[config.mk]
export PLATFORM = sky130hd
export DESIGN_NAME = spi_tx_arbiter
export DESIGN_NICKNAME = d
export VERILOG_FILES = /design/src/rtl/spi_tx_arbiter_pkg.sv /design/src/rtl/spi_tx_arbiter_rr_pick.sv /design/src/rtl/spi_tx_arbiter.sv
export SDC_FILE = /design/constraint.sdc
export NUM_CORES = 1
export LEC_CHECK = 0
export CORE_AREA = 2 2 76 78
export DETAILED_ROUTE_END_ITERATION = 6
export DIE_AREA = 0 0 78 80
export PLACE_DENSITY = 0.66
export SLEW_MARGIN = 20
export SYNTH_ARGS = -nofsm -noshare
export SYNTH_HDL_FRONTEND = slang
export SYNTH_SLANG_ARGS = --single-unit
[constraint.sdc]
create_clock -name clk_100 -period 2.94 [get_ports clk_100]
set_clock_uncertainty 0.15 [all_clocks]
set_input_delay 0.588 -clock clk_100 [delete_from_list [all_inputs] [get_ports clk_100]]
set_output_delay 0.588 -clock clk_100 [all_outputs]
set_load 0.01 [all_outputs]
[src/rtl/spi_tx_arbiter_pkg.sv]
// Shared configuration for the SPI transmit path: default widths, requester count,
// watchdog limit and the arbiter state encoding.
package spi_tx_arbiter_pkg;

  localparam int CFG_DATA_WIDTH = 8;
  localparam int CFG_REQ_NUM    = 2;
  localparam int CFG_TIMEOUT    = 1023;

  typedef enum logic {ARB_IDLE, ARB_LOCK} arb_state_t;

  // A single requester still needs a 1-bit pointer.
  function automatic int ptr_w(input int n);
    return (n > 1) ? $clog2(n) : 1;
  endfunction

endpackage

[src/rtl/spi_tx_arbiter_rr_pick.sv]
// Combinational round-robin picker: lowest set request at or above start, else lowest
// set request overall (wrap). Reusable by any shared-resource arbiter.
module rr_pick #(
  parameter int N  = 2,
  parameter int PW = (N > 1) ? $clog2(N) : 1
) (
  input  logic [N-1:0]  req,
  input  logic [PW-1:0] start,
  output logic [N-1:0]  onehot,
  output logic [PW-1:0] idx,
  output logic          any
);

  logic [N-1:0] hi;
  logic [N-1:0] sel;

  always_comb begin
    hi     = '0;
    onehot = '0;
    idx    = '0;
    any    = |req;
    for (int j = 0; j < N; j++)
      hi[j] = req[j] && (j >= int'(start));
    sel = (|hi) ? hi : req;
    // Descending scan so the lowest matching index is the one left standing.
    for (int j = N - 1; j >= 0; j--) begin
      if (sel[j]) begin
        onehot    = '0;
        onehot[j] = 1'b1;
        idx       = PW'(j);
      end
    end
  end

endmodule

[src/rtl/spi_tx_arbiter.sv]
// Round-robin arbiter sharing one SPI transmitter between word sources; the grant is
// held for a whole frame, with a one-entry output register and a requester-stall watchdog.
module spi_tx_arbiter
  import spi_tx_arbiter_pkg::*;
#(
  parameter int P_DATA_WIDTH = spi_tx_arbiter_pkg::CFG_DATA_WIDTH,
  parameter int P_REQ_NUM    = spi_tx_arbiter_pkg::CFG_REQ_NUM,
  parameter int P_TIMEOUT    = spi_tx_arbiter_pkg::CFG_TIMEOUT
) (
  input  logic                           clk_100,
  input  logic                           a_rst,
  input  logic [P_REQ_NUM-1:0]           req_valid,
  input  logic [P_REQ_NUM*P_DATA_WIDTH-1:0] req_data,
  input  logic [P_REQ_NUM-1:0]           req_last,
  output logic [P_REQ_NUM-1:0]           req_ready,
  output logic                           m_valid,
  output logic [P_DATA_WIDTH-1:0]        m_data,
  input  logic                           m_ready,
  output logic [P_REQ_NUM-1:0]           grant,
  output logic                           busy,
  output logic                           frame_done,
  output logic                           timeout_err,
  output logic [15:0]                    frame_cnt
);

  localparam int PW    = ptr_w(P_REQ_NUM);
  localparam int WDW   = (P_TIMEOUT > 0) ? $clog2(P_TIMEOUT + 1) : 1;
  localparam bit WD_EN = (P_TIMEOUT > 0);

  arb_state_t             state;
  logic [PW-1:0]          rr_ptr;
  logic [PW-1:0]          gidx;
  logic [WDW-1:0]         wdog;
  logic [P_REQ_NUM-1:0]   pick_oh;
  logic [PW-1:0]          pick_idx;
  logic                   pick_any;
  logic [P_DATA_WIDTH-1:0] data_sel;
  logic                   last_sel;
  logic                   open;
  logic                   xfer;
  logic                   stall;
  logic                   wd_fire;
  logic [PW-1:0]          nxt_ptr;

  rr_pick #(.N(P_REQ_NUM), .PW(PW)) u_pick (
    .req    (req_valid),
    .start  (rr_ptr),
    .onehot (pick_oh),
    .idx    (pick_idx),
    .any    (pick_any)
  );

  // Output register can take a word when empty or draining this cycle.
  assign open      = ~m_valid | m_ready;
  assign req_ready = (state == ARB_LOCK && open) ? grant : '0;
  assign xfer      = |(req_valid & req_ready);

  always_comb begin
    data_sel = '0;
    last_sel = 1'b0;
    for (int i = 0; i < P_REQ_NUM; i++) begin
      if (grant[i]) begin
        data_sel = req_data[i*P_DATA_WIDTH +: P_DATA_WIDTH];
        last_sel = req_last[i];
      end
    end
  end

  // Only a requester that could have sent but did not counts as stalled.
  assign stall   = (state == ARB_LOCK) && open && !xfer;
  assign wd_fire = WD_EN && stall && (wdog == WDW'(P_TIMEOUT - 1));
  assign nxt_ptr = (gidx == PW'(P_REQ_NUM - 1)) ? '0 : gidx + PW'(1);

  always_ff @(posedge clk_100 or negedge a_rst) begin
    if (!a_rst) begin
      state       <= ARB_IDLE;
      rr_ptr      <= '0;
      gidx        <= '0;
      grant       <= '0;
      busy        <= 1'b0;
      m_valid     <= 1'b0;
      m_data      <= '0;
      frame_done  <= 1'b0;
      timeout_err <= 1'b0;
      frame_cnt   <= '0;
      wdog        <= '0;
    end else begin
      frame_done  <= 1'b0;
      timeout_err <= 1'b0;

      if (xfer) begin
        m_valid <= 1'b1;
        m_data  <= data_sel;
      end else if (m_ready) begin
        m_valid <= 1'b0;
      end

      case (state)
        ARB_IDLE: begin
          wdog <= '0;
          if (pick_any) begin
            state <= ARB_LOCK;
            grant <= pick_oh;
            gidx  <= pick_idx;
            busy  <= 1'b1;
          end
        end
        ARB_LOCK: begin
          if (xfer) begin
            wdog <= '0;
            if (last_sel) begin
              state      <= ARB_IDLE;
              grant      <= '0;
              busy       <= 1'b0;
              rr_ptr     <= nxt_ptr;
              frame_done <= 1'b1;
              frame_cnt  <= frame_cnt + 16'd1;
            end
          end else if (wd_fire) begin
            state       <= ARB_IDLE;
            grant       <= '0;
            busy        <= 1'b0;
            rr_ptr      <= nxt_ptr;
            timeout_err <= 1'b1;
            wdog        <= '0;
          end else if (WD_EN && stall) begin
            wdog <= wdog + WDW'(1);
          end
        end
        default: state <= ARB_IDLE;
      endcase
    end
  end

  a_grant_onehot: assert property (@(posedge clk_100) disable iff (!a_rst) $onehot0(grant));

endmodule
== After elaboration in Yosys (flattened, before gate mapping) ==
Cells that the tools add are included.

* Flip-flop bits (word level): 43
* Bits in latches: 0
* RAM bits: 0
* Memory bits (read-only): 0
* Bits of input ports: 23
* Word-level logic and storage cells: 80
* Memories kept: 0

* Add/subtract/negate cells: 3
* $mul: 0
* Divide/modulo/power cells: 0
* $lt $le $gt $ge: 1
* Equal/unequal tests: 6
* Shift operators: 0
* Mux-type cells: 41
* Bitwise gates (word level): 4
* Reductions and logical operators: 14

{| class="wikitable"
|+ Operators by type and width
! operator !! number
|-
| $mux W10 || 3
|-
| $mux W1 || 25
|-
| $pmux W10 S2 || 1
|-
| $add A16 B1 Y16 const B || 1
|-
| $mux W8 || 2
|-
| $mux W2 || 7
|-
| $add A10 B1 Y10 const B || 1
|-
| $eq A10 B10 Y1 const B || 1
|-
| $reduce_and A3 Y1 || 3
|-
| $reduce_or A2 Y1 || 3
|-
| $logic_and A1 B1 Y1 || 4
|-
| $ne A2 B2 Y1 const B || 2
|-
| $ne A4 B1 Y1 const B || 1
|-
| $pmux W1 S2 || 2
|-
| $pmux W2 S2 || 1
|-
| $reduce_bool A2 Y1 || 2
|-
| $ne A3 B1 Y1 const B || 1
|-
| $ne A3 B3 Y1 const B || 1
|-
| $and A2 B2 Y2 || 1
|-
| $not A1 Y1 || 2
|-
| $reduce_and A2 Y1 || 1
|-
| $add A1 B1 Y1 const B || 1
|-
| $ge A1 B1 Y1 const A || 1
|-
| $logic_not A1 Y1 || 1
|-
| $or A1 B1 Y1 || 1
|}

== Logic depth before layout (Yosys ltp) ==
* Depth after elaboration: 12
* Depth in mapped cells: 6

== By module ==
From an unflattened synthesis, not the netlist that was laid out.

* Cells, all modules: 205
* Area total of the unflattened synthesis: 2,133.3 um^2

{| class="wikitable"
|+ Modules (own cells, without submodules)
! module !! times used !! cells an instance !! area each (um^2) !! sequential area each (um^2)
|-
| spi_tx_arbiter || 1 || 200 || 2,100.8 || 1,076.0
|-
| rr_pick || 1 || 5 || 32.5 || 0.0
|}

== Worst setup path after synthesis ==
No wires, ideal clock.

* Path kind: input -> output
* Start: input m_ready
* End: output req_ready[0]
* Data arrival time: 1.061 ns
* Required time: 2.202 ns
* Slack: 1.141 ns
* Stages on the path: 2
* Buffers on the path: 0
* Cell sequence: nand2b_1 -> and3_1

* Word-level cells in the longest chain between the ends: 3

{| class="wikitable"
|+ Ends and longest elaborated chain
! what !! line !! RTL
|-
| start: declaration || spi_tx_arbiter.sv:18 || <nowiki>input logic m_ready,</nowiki>
|-
| $or A1 B1 Y1 || spi_tx_arbiter.sv:54 || <nowiki>assign open = ~m_valid | m_ready;</nowiki>
|-
| $logic_and A1 B1 Y1 || spi_tx_arbiter.sv:55 || <nowiki>assign req_ready = (state == ARB_LOCK && open) ? grant : '0;</nowiki>
|-
| $mux W2 || spi_tx_arbiter.sv:55 ||
|-
| end: declaration || spi_tx_arbiter.sv:15 || <nowiki>output logic [P_REQ_NUM-1:0] req_ready,</nowiki>
|}

No other way between the ends.

== Worst setup path in the final report ==
Same ends and word-level chain as after synthesis.

==> results_dict.tcl <==
set metrics [dict create \
    outcome "completed" \
    ys_top_cells_by_area "dfrtp_1, xor2_1, nand2_1" \
    syn_nets 235 \
    fin_crit_ns 2.674 \
    drc_errors 0 \
    fin_crit_sh_pct 90.94 \
    ir_worst_vdd_uv 307.7 \
    antenna_found_initial 0 \
    maxCapViolCount 0 \
    wl_um 4623 \
    critPathMostFrequentCell "clkdlybuf4s50_1" \
    layout.nets 291 \
    slew_headroom_pct 58.35 \
    cts_hold_buf 0 \
    cp_max_fo 3 \
    ant_nets 0 \
    clock_path_buffers 2 \
    critPathBufInv 2 \
    nFillCells 511 \
    yosysSeqAreaShare_pct 51.22 \
    hp-class "input pin to asynchronous set/reset pin" \
    r2r-end "frame_cnt[4]" \
    viasPerCell 5.092 \
    die_h_um 80 \
    cts_resized 0 \
    p_total_uw 2046 \
    clk_pin_slew_ns 0.08 \
    die_area_mm2 0.006240 \
    cts_root_buffer "clkbuf_8" \
    grt_overflow 0 \
    syn_area_mm2 0.002101 \
    vias 1721 \
    dp_hpwl_um 3261 \
    drive_gt1_share_pct 5.639 \
    path_class "input pin to primary output" \
    grt_max_degree 44 \
    hold_violations 0 \
    clk_latency_ns 0.29 \
    slowest_stage "clkdlybuf4s50_1" \
    rows 27 \
    numPortBuffers 54 \
    cp.arrival_ns 1.94 \
    worst_pin_slew_ns 0.6235 \
    fmax_mhz 374.0 \
    cts_buffers 5 \
    critPathCaptureType "primary output" \
    leakagePower_uw 0.001213 \
    grt_pass1_vias 1763 \
    yosysUniqueCellTypes 36 \
    pre_cts_ws_ns 0.2594 \
    r2r_cells 5 \
    rsz0062_at_grt "no" \
    ys_ff_latch 43 \
    die_w_um 78 \
    cts_tree "yes" \
    rrSetupSlack_ns 0.75 \
    n_antenna_cell 0 \
    setup_viol 0 \
    gp_congestion 0.7531 \
    whs_ns 0.08301 \
    path_cells "clkdlybuf4s50_1 -> nand2b_1 -> and3_1 -> clkdlybuf4s50_1" \
    grt_pass1_wl_um 8052 \
    syn_avg_cell_area_um2 10.05 \
    r2r_start "grant[1]" \
    power_density_mw_per_mm2 729.5 \
    finalWorstSetupSlack_ns 0.2663 \
    finalMaxSlewViolations 0 \
    drt_iter0_drc 87 \
    synth_top_area_share_pct 51.22 \
    cts_setup_buffers 0 \
    yosys.area.top_type "dfrtp_1" \
    io_pins 55 \
    cp_top_family "buffers and inverters" \
    syn2layout_area_growth_pct 33.53 \
    fin_setup_tns_ns 0 \
    drtPass1Iterations 4 \
    grt_usage_pct 16.37 \
    synth_warnings 0 \
    start_kind "input pin" \
    cts_sinks 43 \
    avgRoutedWirePerCell_um 13.68 \
    start_util_pct 38.87 \
    placeableCoreArea_mm2 0.005405 \
    htree_levels 2 \
    syn-instance-count 209 \
    worstPathRequired_ns 2.20 \
    cp_slowest_stage_delay_ns 0.54 \
]
==> worst max-delay path by stage <==
stage                 start      endpoint  slack (ns)  cells past startpoint
finish              m_ready  req_ready[0]        0.27                      4
global route        m_ready  req_ready[0]        0.22                      4
CTS                 m_ready  req_ready[0]        0.25                      4
detailed placement  m_ready  req_ready[0]        0.26                      4
global placement    m_ready  req_ready[0]        0.26                      4
floorplan           m_ready  req_ready[0]        1.14                      2
==> synth_stat cells, drive strengths merged <==
master	instances
and4	3
ha	3
xnor2	8
nand4b	1
o21ai	13
a21boi	2
a22oi	11
o2111ai	1
nand4	8
nand2	24
nand2b	1
or3	1
a211oi	1
and2	4
nor3	7
nand3	10
nor4	4
and3	4
dfrtp	43
xor2	12
and3b	1
nor3b	1
inv	10
a31oi	2
nor2b	5
nor2	14
clkbuf	4
buf	3
a22o	1
a21oi	5
mux2i	1
nand3b	1
==> through the flow <==
| stage | std cells | util (%) | cell area, um^2 |
|---|---|---|---|
| after global placement | 329 | 49.95 | 2700 |
| after detailed placement | 329 | 49.95 | 2700 |
| after global routing | 338 | 51.90 | 2805 |
| final | 338 | 51.90 | 2805 |
| after CTS | 337 | 51.53 | 2785 |
| after floorplan | 209 | - | 2101 |
==> cells by family (layout without fill, tap and decap cells) <==
group | Yosys count | after routing | synth area share, %
and+or+nand+nor | 89 | 89 | 23.17
DFF | 43 | 43 | 51.22
AOI/OAI and AO/OA | 36 | 36 | 11.61
xor gates and xnor gates | 20 | 20 | 8.338
buffers and inverters | 17 | 74 | 3.395
adders and majority gates | 3 | 3 | 1.787
muxes | 1 | 1 | 0.4765
==> power breakdown <==
group	switching, uW	leakage [uW]	internal (uW)	total (uW)
clock network	200	0.0000412	166	366
registers	165	0.000550	731	896
logic	384	0.000622	399	784
total	750	0.00121	1300	2050
==> area by class of cell <==
type	count	area (um^2)	area share (%)
Clock buffer	6	72.57	2.587
Clock inverter	2	12.51	0.4460
Inverter	10	37.54	1.338
Multi-Input combinational cell	149	953.4	33.99
Sequential cell	43	1076	38.36
Tap cell	72	90.09	3.211
Timing Repair Buffer	56	563.0	20.07
==> layer usage <==
metal	up-vias	share of wire, %	track usage [%]
met3	4	8.1	5.430
met4	0	0.82	5.088
met1	813	46	20.43
met5	-	0	0
li1	845	-	-
met2	59	45	26.98
==> state kept, by name, indices dropped and copies added (netlist names) <==
| signal | count |
|---|---|
| gidx | 1 |
| m_valid | 1 |
| grant | 2 |
| wdog | 10 |
| busy | 1 |
| m_data | 8 |
| rr_ptr | 1 |
| frame_cnt | 16 |
| frame_done | 1 |
| timeout_err | 1 |
| state | 1 |
==> layout by cell type, fill, tap and decap left out, drive strengths merged <==
cell type      netlist  final
nor3b                1      1
nor4                 4      4
buf                  3      3
inv                 10     10
o21ai               13     13
a21boi               2      2
clkinv               0      1
a22oi               11     11
clkinvlp             0      1
nand3               10     10
and3b                1      1
nand3b               1      1
or3                  1      1
nand2b               1      1
clkdlybuf4s50        0     53
nor3                 7      7
a21oi                5      5
mux2i                1      1
a31oi                2      2
dfrtp               43     43
xor2                12     12
and3                 4      4
o2111ai              1      1
nor2                14     14
nand4b               1      1
nor2b                5      5
ha                   3      3
and4                 3      3
clkbuf               4      6
a22o                 1      1
xnor2                8      8
and2                 4      4
a211oi               1      1
nand2               24     24
nand4                8      8
No activity file was read; power rests on OpenSTA's default activity.
==> RTL change 1, RTL diff (same settings) <==
Change the package constant `CFG_TIMEOUT` from 1023 to 2046.
--- a/src/rtl/spi_tx_arbiter_pkg.sv
+++ b/src/rtl/spi_tx_arbiter_pkg.sv
@@ -4,7 +4,7 @@
 
   localparam int CFG_DATA_WIDTH = 8;
   localparam int CFG_REQ_NUM    = 2;
-  localparam int CFG_TIMEOUT    = 1023;
+  localparam int CFG_TIMEOUT    = 2046;
 
   typedef enum logic {ARB_IDLE, ARB_LOCK} arb_state_t;
 
Function: same outputs for any inputs over 10 cycles, from zero or initial values and one cycle with a_rst low; that may be too few to reach the edited logic, so the function may still have changed.
==> RTL change 1 against the unedited design <==
  * Total power grew 6.0%
  * Wire length decreased by 3.7%
  * Setup slack got worse by 100 ps
  * Via count shrank 2.2%
  * First-iteration DRC count increased by 5.7%
  * Count of clock-buffer cells in the layout rose by 1
  * Sequential cell count is 1 higher
  * Area after synthesis is 2.9% higher
  * Sequential share of layout area is essentially flat
  * Cell area grew 2.2%
==> RTL change 1: results (changes against the unedited design) <==
status completed; Placed Instances 324 (-1.5%); Post-Place Worst Slack 178.7 ps (-80.62 ps); Post-Layout Cell Count 331 (-2.1%); placed inst area 2771 um2 (+2.6%); vias per cell 5.085 (-0.14%); final net count 285 (-2.1%); 1st-iter DRT viols 92 (+5.7%); syn avg cell area 10.70 um2 (+6.4%); net count after synthesis 228 (-3.0%); max_slew headroom 0.3663 (-0.2172); DR WL/cell 13.44 um (-1.7%); Total GRT Usage 0.1563 (-0.007462); maximum VDD drop 0.4081 mV (+33%); Pre-antenna DRT Iters 4 (unchanged); largest net degree at the start of global routing 45 (+2.3%); post-CTS sizing 0 (unchanged); largest registers frame_cnt (16), wdog (11), m_data (8); first-pass GRT wire length 7624 um (-5.3%); top cells by area, synth dfrtp_1 51%, xnor2_1 6.1%, nor2_1 5.4%; asr flop ratio synth 1.000 (unchanged); Pleak 0.001225 uW (+0.97%); Worst Path Arrival 2040 ps (+100 ps); synth cell count leaders 44 x dfrtp_1, 31 x nor2_1, 15 x xnor2_1; post-synthesis cell type count 41 (+14%); CP max FO 5 (+2); Sw Pwr 776.7 uW (+3.6%); layout cells sized above 1 0.08494 (+0.02855); Num CTS Buffers 5 (unchanged); GPL Wtd Cong 0.8019 (+6.5%); hpwl dp 3273 um (+0.39%); sequential share of the synthesized area 0.5096 (-0.002656); vias in the first global route 1613 (-8.5%)
-- RTL change 1: layer usage --
layer / GRT usage / share of wire / vias to the layer above
li1: - / - / 833
met2: 0.2371 / 0.46 / 50
met3: 0.05204 / 0.060 / 4
met5: 0 / 0 / -
met4: 0.05263 / 0.011 / 0
met1: 0.2103 / 0.47 / 796
-- RTL change 1: final timing paths --
kind,start,end,slack (ps),depth (start not counted)
min reg2reg,gidx,rr_ptr,310,1
min in group clk_100,gidx,rr_ptr,310,1
max reg2reg,state,frame_cnt[10],950,4
min,a_rst,wdog[7],300,1
max in group asynchronous,a_rst,frame_cnt[0],1760,1
max,m_ready,req_ready[1],170,4
-- RTL change 1: area by class of cell --
cell class | instances | area (um2)
clock buffer | 7 | 96.34
fill | 498 | 2537
inverter | 5 | 18.77
multi-input combinational | 146 | 1003
sequential | 44 | 1101
tap | 72 | 90.09
timing repair buffer | 57 | 558.0
-- RTL change 1: worst reg2reg max path, stage by stage, from the launching register on --
cell     delay [ps]
dfrtp_1         640
inv_2           210
nor4_2          550
nand4_1         180
xnor2_1         150
-- RTL change 1: logic make-up after synthesis --
family          after synthesis  share of synthesized area
simple gates                 94                     0.2403
flops                        44                     0.5096
compound gates               23                    0.09960
xor+xnor                     24                    0.09728
buf+inv                      12                    0.02605
mux                           2                   0.009843
fa+ha+maj                     3                    0.01737
-- RTL change 1: power groups by stage --
stage,Sequential [uW],Combinational (uW),Clock (uW)
after global placement,909,872,0
after detailed placement,912,880,0
after global routing,925,971,441
after CTS,900,885,412
final,899,873,398
after floorplan,914,492,0
==> RTL change 2, RTL diff (same settings) <==
Without the edit above. Reset style: synchronous (`a_rst`), changed in one clocked block.
--- a/src/rtl/spi_tx_arbiter.sv
+++ b/src/rtl/spi_tx_arbiter.sv
@@ -71,7 +71,7 @@
   assign wd_fire = WD_EN && stall && (wdog == WDW'(P_TIMEOUT - 1));
   assign nxt_ptr = (gidx == PW'(P_REQ_NUM - 1)) ? '0 : gidx + PW'(1);
 
-  always_ff @(posedge clk_100 or negedge a_rst) begin
+  always_ff @(posedge clk_100) begin
     if (!a_rst) begin
       state       <= ARB_IDLE;
       rr_ptr      <= '0;
Function: differs if a_rst is asserted again (counterexample within 4 cycles, from zero or initial values and one cycle with a_rst low); with a_rst held inactive, the same outputs for 10 cycles.
==> RTL change 2 against the unedited design <==
  * Wire length grew 3.8%
  * Area after synthesis increased by 1.2%
  * Sequential cell count is the same
  * Count of clock-buffer cells in the layout fell by 1
  * Critical path depth stayed put
  * Register-to-register slack worse by 60 ps
  * Cell area rose by 1.1%
  * Setup slack better by 10 ps
  * Global-route usage fell by 0.49 points
  * Synthesized cell count up 19%
Power is not compared: it rests on default switching activity, and its combinational part moved more than twofold at a synthesized area within 25%.
==> RTL change 2: results (changes against the unedited design) <==
largest net degree at the start of global routing 23 (-48%); net count after synthesis 275 (+17%); hpwl dp 3470 um (+6.4%); first-pass GRT wire length 8017 um (-0.43%); worst setup path end req_ready[1]; status completed; post-synthesis cell type count 41 (+14%); adder-cell share of the synthesized area 0.01766 (-0.0002103); Total GRT Usage 0.1588 (-0.004936); DR WL/cell 12.83 um (-6.2%); origin of the critical flop-to-flop path grant[1]; multiplexer share of the synthesized area 0.03767 (+0.03290); Hold WC Path Type reg -> reg; top cells by area, synth dfxtp_1 40%, nand2_1 3.9%, nor2_1 3.9%; asr flop ratio synth 0 (-1.000); reg-to-reg slack, setup 690 ps (-60 ps); synth cell count leaders 43 x dfxtp_1, 22 x nand2_1, 22 x nor2_1; Synth Area in XOR/XNOR 0.02884 (-0.05454); Num CTS Buffers 5 (unchanged); reg2reg end frame_cnt[1]; Post-Place Worst Slack 265.0 ps (+5.660 ps); final net count 327 (+12%); GPL Wtd Cong 0.8060 (+7.0%); vias per cell 5.289 (+3.9%); CP max FO 4 (+1); final worst slack 276.7 ps (+10.38 ps); vias in the first global route 1829 (+3.7%); 1st-iter DRT viols 63 (-28%); Tightest Pin Transition 767.0 ps (+143.5 ps); Clock transition at path regs 80 ps (about the same); sequential share of the synthesized area 0.4049 (-0.1073)
-- RTL change 2: changes by cell type in the layout (fill, tap and decap cells not counted), sizes merged, moves of 8 or more --
cell | unedited run | this run
a21oi | 5 | 16
dfrtp | 43 | 0
dfxtp | 0 | 43
nand2b | 1 | 10
nor2 | 14 | 22
xor2 | 12 | 4
-- RTL change 2: power by group through the flow --
| stage | Combinational, uW | Sequential (uW) | Clock [uW] |
|---|---|---|---|
| 2_1_floorplan | 62.4 | 620 | 0 |
| 3_3_place_gp | 125 | 621 | 0 |
| 3_5_place_dp | 127 | 621 | 0 |
| 4_1_cts | 127 | 607 | 476 |
| 5_1_grt | 139 | 610 | 503 |
| 6_report | 126 | 607 | 464 |
-- RTL change 2: critical path: stages --
cell and delay [ps]:
clkdlybuf4s50_1 490, nand2b_1 150, and3_1 170, clkdlybuf4s50_1 530
-- RTL change 2: final cells by class --
| class | count | area (um2) |
|---|---|---|
| Sequential cell | 43 | 860.8 |
| Clock inverter | 3 | 43.79 |
| Fill cell | 522 | 2570 |
| Clock buffer | 5 | 68.82 |
| Timing Repair Buffer | 60 | 585.6 |
| Tap cell | 72 | 90.09 |
| Multi-Input combinational cell | 186 | 1167 |
| Inverter | 5 | 18.77 |
-- RTL change 2: stage by stage --
| stage | instance area, um2 | cells | utilization | hold WS [ps] |
|---|---|---|---|---|
| 2_1_floorplan | 2126 | 249 | - | 292.9 |
| 3_3_place_gp | 2723 | 366 | 0.5037 | 307.0 |
| 3_5_place_dp | 2723 | 366 | 0.5037 | 310.4 |
| 4_1_cts | 2835 | 374 | 0.5245 | 322.0 |
| 5_1_grt | 2835 | 374 | 0.5245 | 346.7 |
| 6_report | 2835 | 374 | 0.5245 | 317.8 |
-- RTL change 2: layer usage --
metal	vias to the layer above	share of wire	GRT usage
met3	6	0.053	0.03959
met5	-	0	0
met1	903	0.49	0.1962
li1	1019	-	-
met2	50	0.45	0.2707
met4	0	0.014	0.05263
-- RTL change 2: worst min path at each step --
| stage | slack (ps) | to | depth (start not counted) | start |
|---|---|---|---|---|
| 4_1_cts | 320 | busy | 2 | busy |
| 2_1_floorplan | 290 | rr_ptr | 2 | rr_ptr |
| 3_3_place_gp | 310 | frame_cnt[15] | 2 | frame_cnt[15] |
| 3_5_place_dp | 310 | busy | 2 | busy |
| 5_1_grt | 350 | frame_cnt[15] | 2 | frame_cnt[15] |
| 6_report | 320 | busy | 2 | busy |
-- RTL change 2: cells by family (layout without fill, tap and decap cells) --
| logic type | Yosys count | after routing |
|---|---|---|
| fa+ha+maj | 3 | 3 |
| simple gates | 114 | 114 |
| compound gates | 54 | 54 |
| mux | 8 | 8 |
| buf+inv | 20 | 73 |
| flops | 43 | 43 |
| xor+xnor | 7 | 7 |
